**config.mk**
```make
export PLATFORM = sky130hd
export DESIGN_NAME = memory_lsu_stage
export DESIGN_NICKNAME = d
export VERILOG_FILES = /design/src/rtl/memory_lsu_stage.sv
export SDC_FILE = /design/constraint.sdc
export NUM_CORES = 1
export LEC_CHECK = 0
export ABC_AREA = 1
export CAP_MARGIN = 30
export CORE_UTILIZATION = 47
export DETAILED_ROUTE_END_ITERATION = 12
export HOLD_SLACK_MARGIN = 0.1
export PLACE_DENSITY_LB_ADDON = 0.3
export SLEW_MARGIN = 5
export SYNTH_ARGS = -nofsm -noshare
export SYNTH_HDL_FRONTEND = slang
export SYNTH_SLANG_ARGS = --single-unit
```
**constraint.sdc**
```tcl
create_clock -name clk -period 3.4 [get_ports clk]
set_input_delay 0.68 -clock clk [delete_from_list [all_inputs] [get_ports clk]]
set_output_delay 0.68 -clock clk [all_outputs]
set_load 0.005 [all_outputs]
```
**src/rtl/memory_lsu_stage.sv**
```systemverilog
// rtl/memory_lsu_stage.sv - rvga memory stage: dcache loads/stores with lane masking, plus ALU passthrough
// Define RVGA_MEM_MISALIGN_TRAP_EN to report misaligned accesses instead of issuing them.
module memory_lsu_stage #(
  parameter int XLEN = 32
) (
  input  logic              clk,
  input  logic              rst,
  input  logic              ex_mem_valid,
  output logic              ex_mem_ready,
  input  logic [1:0]        ex_mem_op,
  input  logic [1:0]        ex_mem_size,
  input  logic              ex_mem_unsigned,
  input  logic [XLEN-1:0]   ex_mem_addr,
  input  logic [XLEN-1:0]   ex_mem_wdata,
  input  logic [XLEN-1:0]   ex_mem_result,
  input  logic [4:0]        ex_mem_rd,
  output logic [XLEN-1:0]   memory_dcache_addr,
  output logic              memory_dcache_read,
  output logic              memory_dcache_write,
  output logic [XLEN-1:0]   memory_dcache_wdata,
  output logic [XLEN/8-1:0] memory_dcache_wmask,
  input  logic [XLEN-1:0]   dcache_memory_rdata,
  input  logic              dcache_memory_resp,
  output logic              mem_wb_valid,
  input  logic              mem_wb_ready,
  output logic [4:0]        mem_wb_rd,
  output logic [XLEN-1:0]   mem_wb_data,
  output logic              mem_wb_we,
  output logic              mem_wb_misaligned
);
  localparam int NB   = XLEN / 8;
  localparam int OFFW = $clog2(NB);

  typedef enum logic {IDLE, ACCESS} state_t;

  state_t          state_q, state_d;
  logic [XLEN-1:0] dc_addr_q, dc_addr_d, dc_wdata_q, dc_wdata_d;
  logic [NB-1:0]   dc_wmask_q, dc_wmask_d;
  logic            dc_read_q, dc_read_d, dc_write_q, dc_write_d;
  logic [OFFW-1:0] off_q, off_d;
  logic [1:0]      size_q, size_d;
  logic            uns_q, uns_d;
  logic [4:0]      prd_q, prd_d;
  logic            wb_valid_q, wb_valid_d, wb_we_q, wb_we_d;
  logic [4:0]      wb_rd_q, wb_rd_d;
  logic [XLEN-1:0] wb_data_q, wb_data_d;

  logic            accept, is_mem;
  logic [OFFW-1:0] off;
  int              bytes_in, bytes_q;
  logic [NB-1:0]   wmask;
  logic [XLEN-1:0] shifted, low_mask, load_ext;
  logic            sign_bit;

  assign ex_mem_ready = (state_q == IDLE) && (!wb_valid_q || mem_wb_ready);
  assign accept       = ex_mem_valid && ex_mem_ready;
  assign is_mem       = (ex_mem_op == 2'b01) || (ex_mem_op == 2'b10);
  assign off          = ex_mem_addr[OFFW-1:0];

  // Lanes past the aligned word simply fall off the mask and the shifts.
  always_comb begin
    bytes_in = 1 << ex_mem_size;
    bytes_q  = 1 << size_q;
    for (int b = 0; b < NB; b++) begin
      wmask[b] = (b >= int'(off)) && (b < int'(off) + bytes_in);
    end
    shifted  = dcache_memory_rdata >> {off_q, 3'b000};
    low_mask = '0;
    sign_bit = 1'b0;
    for (int b = 0; b < XLEN; b++) begin
      low_mask[b] = (b < 8 * bytes_q);
      if (b == 8 * bytes_q - 1) sign_bit = shifted[b];
    end
    load_ext = shifted & low_mask;
    if (!uns_q && sign_bit && bytes_q < NB) load_ext = load_ext | ~low_mask;
  end

`ifdef RVGA_MEM_MISALIGN_TRAP_EN
  logic wb_mis_q, wb_mis_d, misal;
  assign misal = (ex_mem_size == 2'b11 && XLEN == 32) || ((int'(off) % bytes_in) != 0);
  assign mem_wb_misaligned = wb_mis_q;
`else
  assign mem_wb_misaligned = 1'b0;
`endif

  always_comb begin
    state_d    = state_q;
    dc_addr_d  = dc_addr_q;
    dc_wdata_d = dc_wdata_q;
    dc_wmask_d = dc_wmask_q;
    dc_read_d  = dc_read_q;
    dc_write_d = dc_write_q;
    off_d      = off_q;
    size_d     = size_q;
    uns_d      = uns_q;
    prd_d      = prd_q;
    wb_valid_d = wb_valid_q;
    wb_rd_d    = wb_rd_q;
    wb_data_d  = wb_data_q;
    wb_we_d    = wb_we_q;
`ifdef RVGA_MEM_MISALIGN_TRAP_EN
    wb_mis_d   = wb_mis_q;
`endif
    case (state_q)
      IDLE: begin
        if (accept) begin
          if (!is_mem) begin
            wb_valid_d = 1'b1;
            wb_rd_d    = ex_mem_rd;
            wb_data_d  = ex_mem_result;
            wb_we_d    = (ex_mem_rd != 5'd0);
`ifdef RVGA_MEM_MISALIGN_TRAP_EN
            wb_mis_d   = 1'b0;
          end else if (misal) begin
            wb_valid_d = 1'b1;
            wb_rd_d    = ex_mem_rd;
            wb_data_d  = ex_mem_addr;
            wb_we_d    = 1'b0;
            wb_mis_d   = 1'b1;
`endif
          end else begin
            state_d    = ACCESS;
            wb_valid_d = 1'b0;
            dc_addr_d  = {ex_mem_addr[XLEN-1:OFFW], {OFFW{1'b0}}};
            dc_wdata_d = ex_mem_wdata << {off, 3'b000};
            dc_wmask_d = (ex_mem_op == 2'b10) ? wmask : '0;
            dc_read_d  = (ex_mem_op == 2'b01);
            dc_write_d = (ex_mem_op == 2'b10);
            off_d      = off;
            size_d     = ex_mem_size;
            uns_d      = ex_mem_unsigned;
            prd_d      = ex_mem_rd;
          end
        end else if (mem_wb_ready) begin
          wb_valid_d = 1'b0;
        end
      end
      ACCESS: begin
        if (dcache_memory_resp) begin
          state_d    = IDLE;
          dc_read_d  = 1'b0;
          dc_write_d = 1'b0;
          wb_valid_d = 1'b1;
          wb_rd_d    = prd_q;
          wb_data_d  = dc_read_q ? load_ext : '0;
          wb_we_d    = dc_read_q && (prd_q != 5'd0);
`ifdef RVGA_MEM_MISALIGN_TRAP_EN
          wb_mis_d   = 1'b0;
`endif
        end
      end
      default: state_d = IDLE;
    endcase
  end

  always_ff @(posedge clk or negedge rst) begin
    if (!rst) begin
      state_q    <= IDLE;
      dc_addr_q  <= '0;
      dc_wdata_q <= '0;
      dc_wmask_q <= '0;
      dc_read_q  <= 1'b0;
      dc_write_q <= 1'b0;
      off_q      <= '0;
      size_q     <= '0;
      uns_q      <= 1'b0;
      prd_q      <= '0;
      wb_valid_q <= 1'b0;
      wb_rd_q    <= '0;
      wb_data_q  <= '0;
      wb_we_q    <= 1'b0;
`ifdef RVGA_MEM_MISALIGN_TRAP_EN
      wb_mis_q   <= 1'b0;
`endif
    end else begin
      state_q    <= state_d;
      dc_addr_q  <= dc_addr_d;
      dc_wdata_q <= dc_wdata_d;
      dc_wmask_q <= dc_wmask_d;
      dc_read_q  <= dc_read_d;
      dc_write_q <= dc_write_d;
      off_q      <= off_d;
      size_q     <= size_d;
      uns_q      <= uns_d;
      prd_q      <= prd_d;
      wb_valid_q <= wb_valid_d;
      wb_rd_q    <= wb_rd_d;
      wb_data_q  <= wb_data_d;
      wb_we_q    <= wb_we_d;
`ifdef RVGA_MEM_MISALIGN_TRAP_EN
      wb_mis_q   <= wb_mis_d;
`endif
    end
  end

  assign memory_dcache_addr  = dc_addr_q;
  assign memory_dcache_wdata = dc_wdata_q;
  assign memory_dcache_wmask = dc_wmask_q;
  assign memory_dcache_read  = dc_read_q;
  assign memory_dcache_write = dc_write_q;
  assign mem_wb_valid        = wb_valid_q;
  assign mem_wb_rd           = wb_rd_q;
  assign mem_wb_data         = wb_data_q;
  assign mem_wb_we           = wb_we_q;
endmodule

```
==> impl_results.rst, run 1 <==
.. list-table::
   :header-rows: 1

   * - Metric
     - Value
   * - Via count normalized by instance count
     - just over 5
   * - Inserted Clock Buffers
     - 17
   * - Final Instance Area
     - 9482 sq um
   * - Synth cell types
     - 32
   * - Clock network fraction of design power
     - 0.256
   * - Post-Layout Cell Count
     - 1289
   * - Clk root buf
     - sky130_fd_sc_hd__clkbuf_16
   * - Count of instances resized after the clock tree is built
     - 0
   * - Total congestion overflow
     - 0
   * - Sequential cell area fraction in the yosys report
     - 0.4703
   * - Hold WC Path Type
     - in2async
   * - Number of buffer cells added on primary ports
     - 250
   * - Internal power contribution
     - roughly 0.0047 W
   * - Max-slew headroom at the worst pin
     - 0.5126
   * - Combined area of all synthesized cells
     - approximately 6300 sq um
   * - Mean area per synthesized cell
     - around 7.2 sq um
   * - Overall routing resource usage
     - 0.3027
   * - Initial core utilization
     - 0.4896
   * - Clock Tree Buf Depth
     - 2
   * - Dominant synthesized flop cell
     - sky130_fd_sc_hd__dfrtp_1
   * - Sort of element at the start of the critical path
     - primary input
   * - Placement Rows
     - between 40 and 50
   * - Hold Violations, Final
     - 0
   * - Total vias in the final route
     - ~6600
   * - WL/cell
     - 15.75 um
   * - Max-Cap Viols
     - 0
   * - Clock tree skew after final layout
     - 0.01081 ns
   * - Global placement routability congestion
     - approximately 0.9
   * - Dpl cell area
     - just under 9000 sq um
   * - Largest cells by area after synthesis
     - sky130_fd_sc_hd__dfrtp_1 47%, sky130_fd_sc_hd__nand2_1 19%, sky130_fd_sc_hd__nor2_1 6.3%
   * - Area of the die
     - 13830 sq um
   * - Clk Latency, worst-skew pair
     - about 0.42 ns
   * - Final period demand of the worst path
     - approximately 2.6 ns
   * - Fill cell total of the finished layout
     - 1018
   * - Number of top-level design ports
     - between 200 and 300
   * - Achievable clock frequency
     - roughly 400 MHz
   * - Setup TNS after final layout
     - 0 ns
   * - Cell type contributing the most total cell area after synthesis
     - sky130_fd_sc_hd__dfrtp_1
   * - Dpl hpwl
     - ~14 mm
   * - Number of placed instances with taps included
     - roughly 1300
   * - Antenna violations before repair
     - 0
   * - Die width
     - roughly 120 um
   * - Final max-slew violation count
     - 0
   * - First-pass GRT wire length
     - 32.90 mm
   * - Initial DRC Count
     - between 600 and 700
   * - Transition at the pin with the smallest max-transition slack
     - between 0.7 and 0.8 ns
   * - FF-to-FF path depth
     - 8
   * - Power Density
     - roughly 750 nW/um^2
   * - Proportion of netlist area held by the largest area contributor
     - 0.4703
   * - EDFF count, synth
     - 0
   * - Final Setup Violations
     - 0
   * - Share of total power in sequential cells
     - 0.338
   * - Leakage power
     - between 4 and 5 nW
   * - Peak supply drop
     - about 0.43 mV
   * - Vertical die dimension
     - around 120 um
   * - Aggregate routed wire length
     - ~20 mm
   * - Post-route fraction of the period consumed by the critical path
     - 0.7550
   * - Async SR Flop Fraction
     - 1.000
   * - Reported net switching power
     - ~0.0024 W
   * - TritonCTS clock tree
     - done
   * - CP arrival
     - approximately 1.9 ns
   * - Post-CTS Hold Buffers
     - 0
   * - Switching power as a share of total power
     - 0.3402
   * - Most frequent cell after synthesis
     - sky130_fd_sc_hd__nand2_1
   * - Number of search-and-repair iterations in the first detailed-routing pass
     - 5
   * - Top cells by instance count after synthesis
     - 318 x sky130_fd_sc_hd__nand2_1, 118 x sky130_fd_sc_hd__dfrtp_1, 106 x sky130_fd_sc_hd__nor2_1
   * - Result of the run
     - complete, no violations
   * - Post-synthesis instance total
     - just under 900
   * - Minimum hold slack
     - about 0.17 ns
   * - ANT nets after route
     - 0
   * - Synth warnings
     - 0
   * - Diode insertion count for antenna repair
     - 0
   * - H-Tree Level Count
     - 4
   * - Combinational group share of total power
     - 0.406
   * - Post-synthesis register bit count
     - about 120
   * - Total number of nets in the final design
     - 1253
   * - Core footprint
     - 12820 sq um
   * - # Post-CTS Setup Buffers
     - 0
   * - Critical path required time
     - ~2.7 ns
   * - Setup repair after global routing missed its margin
     - no
   * - Fraction of layout cells with a size suffix above 1
     - 0.05730
   * - Critical path endpoint category
     - output pin
   * - # clock sinks
     - roughly 120
   * - Residual DRC
     - 0
   * - Maximum fanout along the worst path
     - 3
   * - Critical path class
     - in2out
   * - Pin count of the biggest net entering global routing
     - 55
   * - Post-CTS clock slew at the launch and capture registers of the worst setup and hold paths
     - around 0.060 ns
   * - Post-synthesis to final-layout area growth
     - 51.02%
   * - Via count of the first global-routing pass
     - roughly 6500
   * - Final Core Density
     - 0.7393
layout by cell type (no fill, tap or decap):
| cell | synthesis | final |
|---|---|---|
| sky130_fd_sc_hd__conb_1 | 2 | 5 |
| sky130_fd_sc_hd__clkinvlp_4 | 0 | 2 |
| sky130_fd_sc_hd__clkdlybuf4s50_1 | 0 | 249 |
| sky130_fd_sc_hd__bufinv_16 | 0 | 3 |
| sky130_fd_sc_hd__nor2_1 | 106 | 106 |
| sky130_fd_sc_hd__nand2_1 | 318 | 318 |
| sky130_fd_sc_hd__nand2_2 | 1 | 1 |
| sky130_fd_sc_hd__clkbuf_16 | 0 | 17 |
| sky130_fd_sc_hd__a22o_1 | 2 | 2 |
| sky130_fd_sc_hd__a22oi_1 | 8 | 8 |
| sky130_fd_sc_hd__nand3_1 | 45 | 44 |
| sky130_fd_sc_hd__fa_1 | 1 | 1 |
| sky130_fd_sc_hd__a21oi_4 | 1 | 1 |
| sky130_fd_sc_hd__o21bai_1 | 1 | 1 |
| sky130_fd_sc_hd__a21oi_1 | 33 | 33 |
| sky130_fd_sc_hd__buf_16 | 0 | 1 |
| sky130_fd_sc_hd__ha_1 | 5 | 5 |
| sky130_fd_sc_hd__o21a_1 | 2 | 2 |
| sky130_fd_sc_hd__buf_12 | 0 | 1 |
| sky130_fd_sc_hd__mux2i_1 | 1 | 1 |
| sky130_fd_sc_hd__nor2_2 | 2 | 2 |
| sky130_fd_sc_hd__a21oi_2 | 10 | 10 |
| sky130_fd_sc_hd__nor3_1 | 1 | 1 |
| sky130_fd_sc_hd__o211ai_1 | 8 | 8 |
| sky130_fd_sc_hd__buf_4 | 5 | 13 |
| sky130_fd_sc_hd__o21ai_1 | 9 | 9 |
| sky130_fd_sc_hd__nor2_4 | 1 | 1 |
| sky130_fd_sc_hd__inv_1 | 63 | 63 |
| sky130_fd_sc_hd__or2_1 | 1 | 1 |
| sky130_fd_sc_hd__inv_2 | 5 | 5 |
| sky130_fd_sc_hd__o21ai_0 | 72 | 72 |
| sky130_fd_sc_hd__nand3_4 | 0 | 1 |
| sky130_fd_sc_hd__dfrtp_1 | 118 | 118 |
| sky130_fd_sc_hd__clkbuf_1 | 16 | 4 |
| sky130_fd_sc_hd__clkbuf_8 | 0 | 2 |
| sky130_fd_sc_hd__o31ai_1 | 1 | 1 |
| sky130_fd_sc_hd__clkinv_1 | 1 | 1 |
| sky130_fd_sc_hd__clkinv_2 | 0 | 4 |
worst max-delay path, stage by stage:
cell and delay [ns]:
sky130_fd_sc_hd__clkdlybuf4s50_1 0.45, sky130_fd_sc_hd__inv_1 0.06, sky130_fd_sc_hd__a21oi_4 0.16, sky130_fd_sc_hd__clkdlybuf4s50_1 0.53
cell type report:
cell class	count	area (sq um)	share of cell area
multi-input cells	634	2824	0.2978
flip-flops and latches	118	2953	0.3114
clock buffers	23	467.9	0.04935
well taps	172	215.2	0.02270
inverters	69	259.0	0.02732
clock inverters	9	125.1	0.01320
repair buffers	264	2638	0.2782
sequential cells by signal, indices dropped and copies added (netlist names), 2 cells and up:
name,flops
memory_dcache_wdata,32
mem_wb_rd,5
memory_dcache_wmask,4
prd_q,5
off_q,2
mem_wb_data,32
memory_dcache_addr,30
size_q,2
through the flow:
step / total power, W / setup WS, ns
after global placement: 0.005217 / 0.7245
after floorplan: 0.003666 / 1.547
final: 0.007135 / 0.8330
after global routing: 0.007575 / 0.7750
after CTS: 0.007149 / 0.8244
after detailed placement: 0.005277 / 0.6591
per-layer routing:
metal  share of wire  routed length [um]  track usage  vias to the layer above
li1                -                   -            -                     3202
met1            0.39                7979       0.3623                     3039
met2            0.48                9783       0.5070                      345
met3           0.098                1981      0.09060                       47
met4           0.027                 558       0.1258                        0
met5               0                   0            0                        -
final timing paths:
path,from,end,slack (ns)
worst min register to register,mem_wb_data[0],mem_wb_data[0],0.47
worst min-delay path,rst,mem_wb_data[19],0.17
worst max-delay path,mem_wb_ready,ex_mem_ready,0.83
max in group asynchronous,rst,memory_dcache_wdata[27],2.36
min in group clk,mem_wb_data[0],mem_wb_data[0],0.47
worst max register to register,off_q[1],mem_wb_data[29],1.03
power groups by stage:
stage	Combinational, W	Sequential [W]	Clock (W)
CTS	0.00291	0.00240	0.00184
global route	0.00319	0.00249	0.00190
floorplan	0.00130	0.00236	0
finish	0.00290	0.00241	0.00183
detailed placement	0.00288	0.00239	0
global placement	0.00282	0.00240	0
kinds of logic (layout without fill, tap and decap cells):
logic type | Yosys count | in the layout | synth area share
compound gates | 147 | 147 | 0.1341
fa+ha+maj | 6 | 6 | 0.01315
buf+inv | 119 | 365 | 0.08370
flops | 118 | 118 | 0.4703
mux | 1 | 1 | 0.001594
other cells | 2 | 5 | 0.001196
simple gates | 475 | 475 | 0.2959
No activity file was read; power rests on OpenSTA's default activity.
==> run 2, diff against run 1 <==
--- a/config.mk
+++ b/config.mk
@@ -7,7 +7,7 @@
 export LEC_CHECK = 0
 export ABC_AREA = 1
 export CAP_MARGIN = 30
-export CORE_UTILIZATION = 47
+export CORE_UTILIZATION = 40
 export DETAILED_ROUTE_END_ITERATION = 12
 export HOLD_SLACK_MARGIN = 0.1
 export PLACE_DENSITY_LB_ADDON = 0.3
==> constraint.sdc (replaced) <==
create_clock -name clk -period 2.2 [get_ports clk]
set_input_delay 0.44 -clock clk [delete_from_list [all_inputs] [get_ports clk]]
set_output_delay 0.44 -clock clk [all_outputs]
set_load 0.005 [all_outputs]
==> run 2 against run 1 <==
Compared with the run above:
- first-iteration DRC count is 6.6% higher
- sequential share of layout area down 0.64 points
- highest routed layer unchanged
- largest cell class unchanged
- sequential power rose by 53%
- clock power grew 45%
==> impl_results.rst, run 2 (same netlist as run 1, synthesis figures left out) <==
.. list-table::
   :header-rows: 1

   * - Metric
     - Value
   * - Result of the run
     - complete, no violations
   * - Global placement routability congestion
     - about 0.89
   * - WL/cell
     - ~15 um
   * - Aggregate routed wire length
     - 19.88 mm
   * - Critical path endpoint category
     - output pin
   * - Critical path cell sequence
     - clkdlybuf4s50_1 > inv_1 > a21oi_4 > clkdlybuf4s50_1
   * - Hold Crit Start
     - mem_wb_data[6]
   * - Post-route fraction of the period consumed by the critical path
     - 0.9558
   * - Setup TNS after final layout
     - 0 ns
   * - Total buffers and inverters traversed by the critical path
     - 3
   * - Number of search-and-repair iterations in the first detailed-routing pass
     - 6
   * - Pin count of the biggest net entering global routing
     - 55
   * - Final max-slew violation count
     - 0
   * - First-pass GRT wire length
     - 31.45 mm
   * - Slowest stage cell on the critical path
     - sky130_fd_sc_hd__clkdlybuf4s50_1
   * - Power Density
     - between 1000 and 1500 nW/um^2
   * - Inserted Clock Buffers
     - 17
   * - Final period demand of the worst path
     - roughly 2.1 ns
   * - Most frequent CP cell
     - sky130_fd_sc_hd__clkdlybuf4s50_1
   * - Critical path's largest stage delay
     - about 0.52 ns
   * - Crit-path leading delay family
     - buffers and inverters
   * - Number of buffer cells added on primary ports
     - 250
   * - Dpl cell area
     - 9092 sq um
   * - Antenna violations before repair
     - 0
   * - TritonCTS clock tree
     - done
   * - Core footprint
     - about 15000 sq um
   * - Leakage power
     - 4.597 nW
   * - Peak supply drop
     - just under 0.7 mV
   * - Leading cell type in the layout, fill and taps excluded
     - sky130_fd_sc_hd__nand2_1
   * - CP arrival
     - 1.66 ns
   * - Critical path required time
     - 1.76 ns
   * - Via count of the first global-routing pass
     - 6226
   * - Total number of nets in the final design
     - 1270
   * - Reg2reg setup slack
     - 0.39 ns
   * - Achievable clock frequency
     - about 480 MHz
   * - Final Setup Violations
     - 0
   * - ANT nets after route
     - 0
   * - FF-to-FF path depth
     - 8
   * - Post-CTS clock slew at the launch and capture registers of the worst setup and hold paths
     - around 0.05 ns
   * - Clock Tree Buf Depth
     - 2
   * - Placement Rows
     - between 40 and 50
   * - Critical path class
     - in2out
   * - Diode insertion count for antenna repair
     - 0
   * - Worst hold path stage count
     - 2
   * - Sort of element at the start of the critical path
     - primary input
   * - Total vias in the final route
     - around 6700
   * - Most used cells in the layout excluding fill and tap cells
     - 318 x sky130_fd_sc_hd__nand2_1, 249 x sky130_fd_sc_hd__clkdlybuf4s50_1, 118 x sky130_fd_sc_hd__dfrtp_1
   * - Hold Path End
     - mem_wb_data[6]
   * - Clk root buf
     - sky130_fd_sc_hd__clkbuf_16
   * - Area of the die
     - 16200 sq um
   * - Residual DRC
     - 0
   * - Max-Cap Viols
     - 0
   * - Vertical die dimension
     - 127.3 um
   * - Endpoint of the lowest-slack register-to-register path
     - mem_wb_data[4]
   * - Initial core utilization
     - 0.4115
   * - Clock tree skew after final layout
     - around 0.0063 ns
   * - Maximum fanout along the worst path
     - 2
   * - # clock sinks
     - about 120
   * - Fraction of layout cells with a size suffix above 1
     - 0.07319
   * - Via count normalized by instance count
     - between 4 and 5
   * - Critical register-to-register path startpoint
     - state_q
   * - Dpl hpwl
     - ~15 mm
   * - Number of top-level design ports
     - ~250
   * - Post-Place Worst Slack
     - -0.06014 ns
   * - Total congestion overflow
     - 0
   * - Setup repair after global routing missed its margin
     - no
   * - Clk Latency, worst-skew pair
     - approximately 0.42 ns
   * - Overall routing resource usage
     - 0.2527
   * - Setup ws final
     - 0.09724 ns
   * - Hold Violations, Final
     - 0
   * - Initial DRC Count
     - between 600 and 700
   * - Die width
     - 127.3 um
   * - H-Tree Level Count
     - 4
   * - Final Instance Area
     - 9682 sq um
   * - Post-synthesis to final-layout area growth
     - 54.20%
   * - Hold WC Path Type
     - reg2reg
==> run 2: changes by cell type in the layout (fill, tap and decap cells not counted), moves of 2 or more <==
cell	before	now
sky130_fd_sc_hd__clkbuf_1	4	1
sky130_fd_sc_hd__buf_4	13	25
sky130_fd_sc_hd__buf_12	1	6
sky130_fd_sc_hd__clkinvlp_4	2	4
sky130_fd_sc_hd__bufinv_16	3	1
sky130_fd_sc_hd__clkinv_4	0	3
==> run 2: cell type report <==
cell class                 count  area [sq um]
sequential                   118          2953
tap                          211         264.0
clock inverter                11         101.3
inverter                      69         259.0
multi-input combinational    634          2824
clock buffer                  21         470.5
timing repair buffer         281          2810
fill                        1351          5577
==> run 2: how the worst max path moves through the flow <==
stage,startpoint,endpoint,slack [ns],cells after the start
6_report,mem_wb_ready,ex_mem_ready,0.1,4
5_1_grt,mem_wb_ready,ex_mem_ready,0.05,4
4_1_cts,mem_wb_ready,ex_mem_ready,0.03,4
3_5_place_dp,ex_mem_size[0],memory_dcache_wmask[2],-0.06,8
3_3_place_gp,ex_mem_size[0],memory_dcache_wmask[2],-0.01,8
2_1_floorplan,ex_mem_size[0],memory_dcache_wmask[2],0.59,7
==> run 2: routing by layer <==
layer	up-vias	track usage	part of all wire
met5	-	0	0
met4	0	0.09244	0.019
met3	34	0.08291	0.10
met2	331	0.4089	0.47
met1	3053	0.3149	0.41
li1	3232	-	-
==> run 2: what timing repair did <==
item,in CTS,in global routing
resized for setup,0,0
setup buffers,0,1
endpoints found under the setup margin,0,1
hold buffers,1,0
endpoints found under the hold margin,23,0
==> run 2: worst register-to-register path: cells and delay by family (launching register included) <==
kind                   cells  cell delay [ns]
buffers and inverters      3             0.83
flip-flops                 1             0.45
AND/OR/NAND/NOR            5             0.47
==> run 2: power breakdown <==
group / switching, W / total [W] / internal [W]
logic: 0.00210 / 0.00458 / 0.00248
registers: 0.000607 / 0.00368 / 0.00308
clock network: 0.00102 / 0.00266 / 0.00164
==> run 2: metrics by stage <==
stage / util / power, W / hold slack, ns / std cells
2_1_floorplan: - / 0.005666 / 0.1444 / 871
3_3_place_gp: 0.5959 / 0.008209 / 0.3837 / 1311
3_5_place_dp: 0.5959 / 0.008286 / 0.3845 / 1311
4_1_cts: 0.6340 / 0.01100 / 0.4859 / 1344
5_1_grt: 0.6345 / 0.01165 / 0.4923 / 1345
6_report: 0.6345 / 0.01092 / 0.4817 / 1345
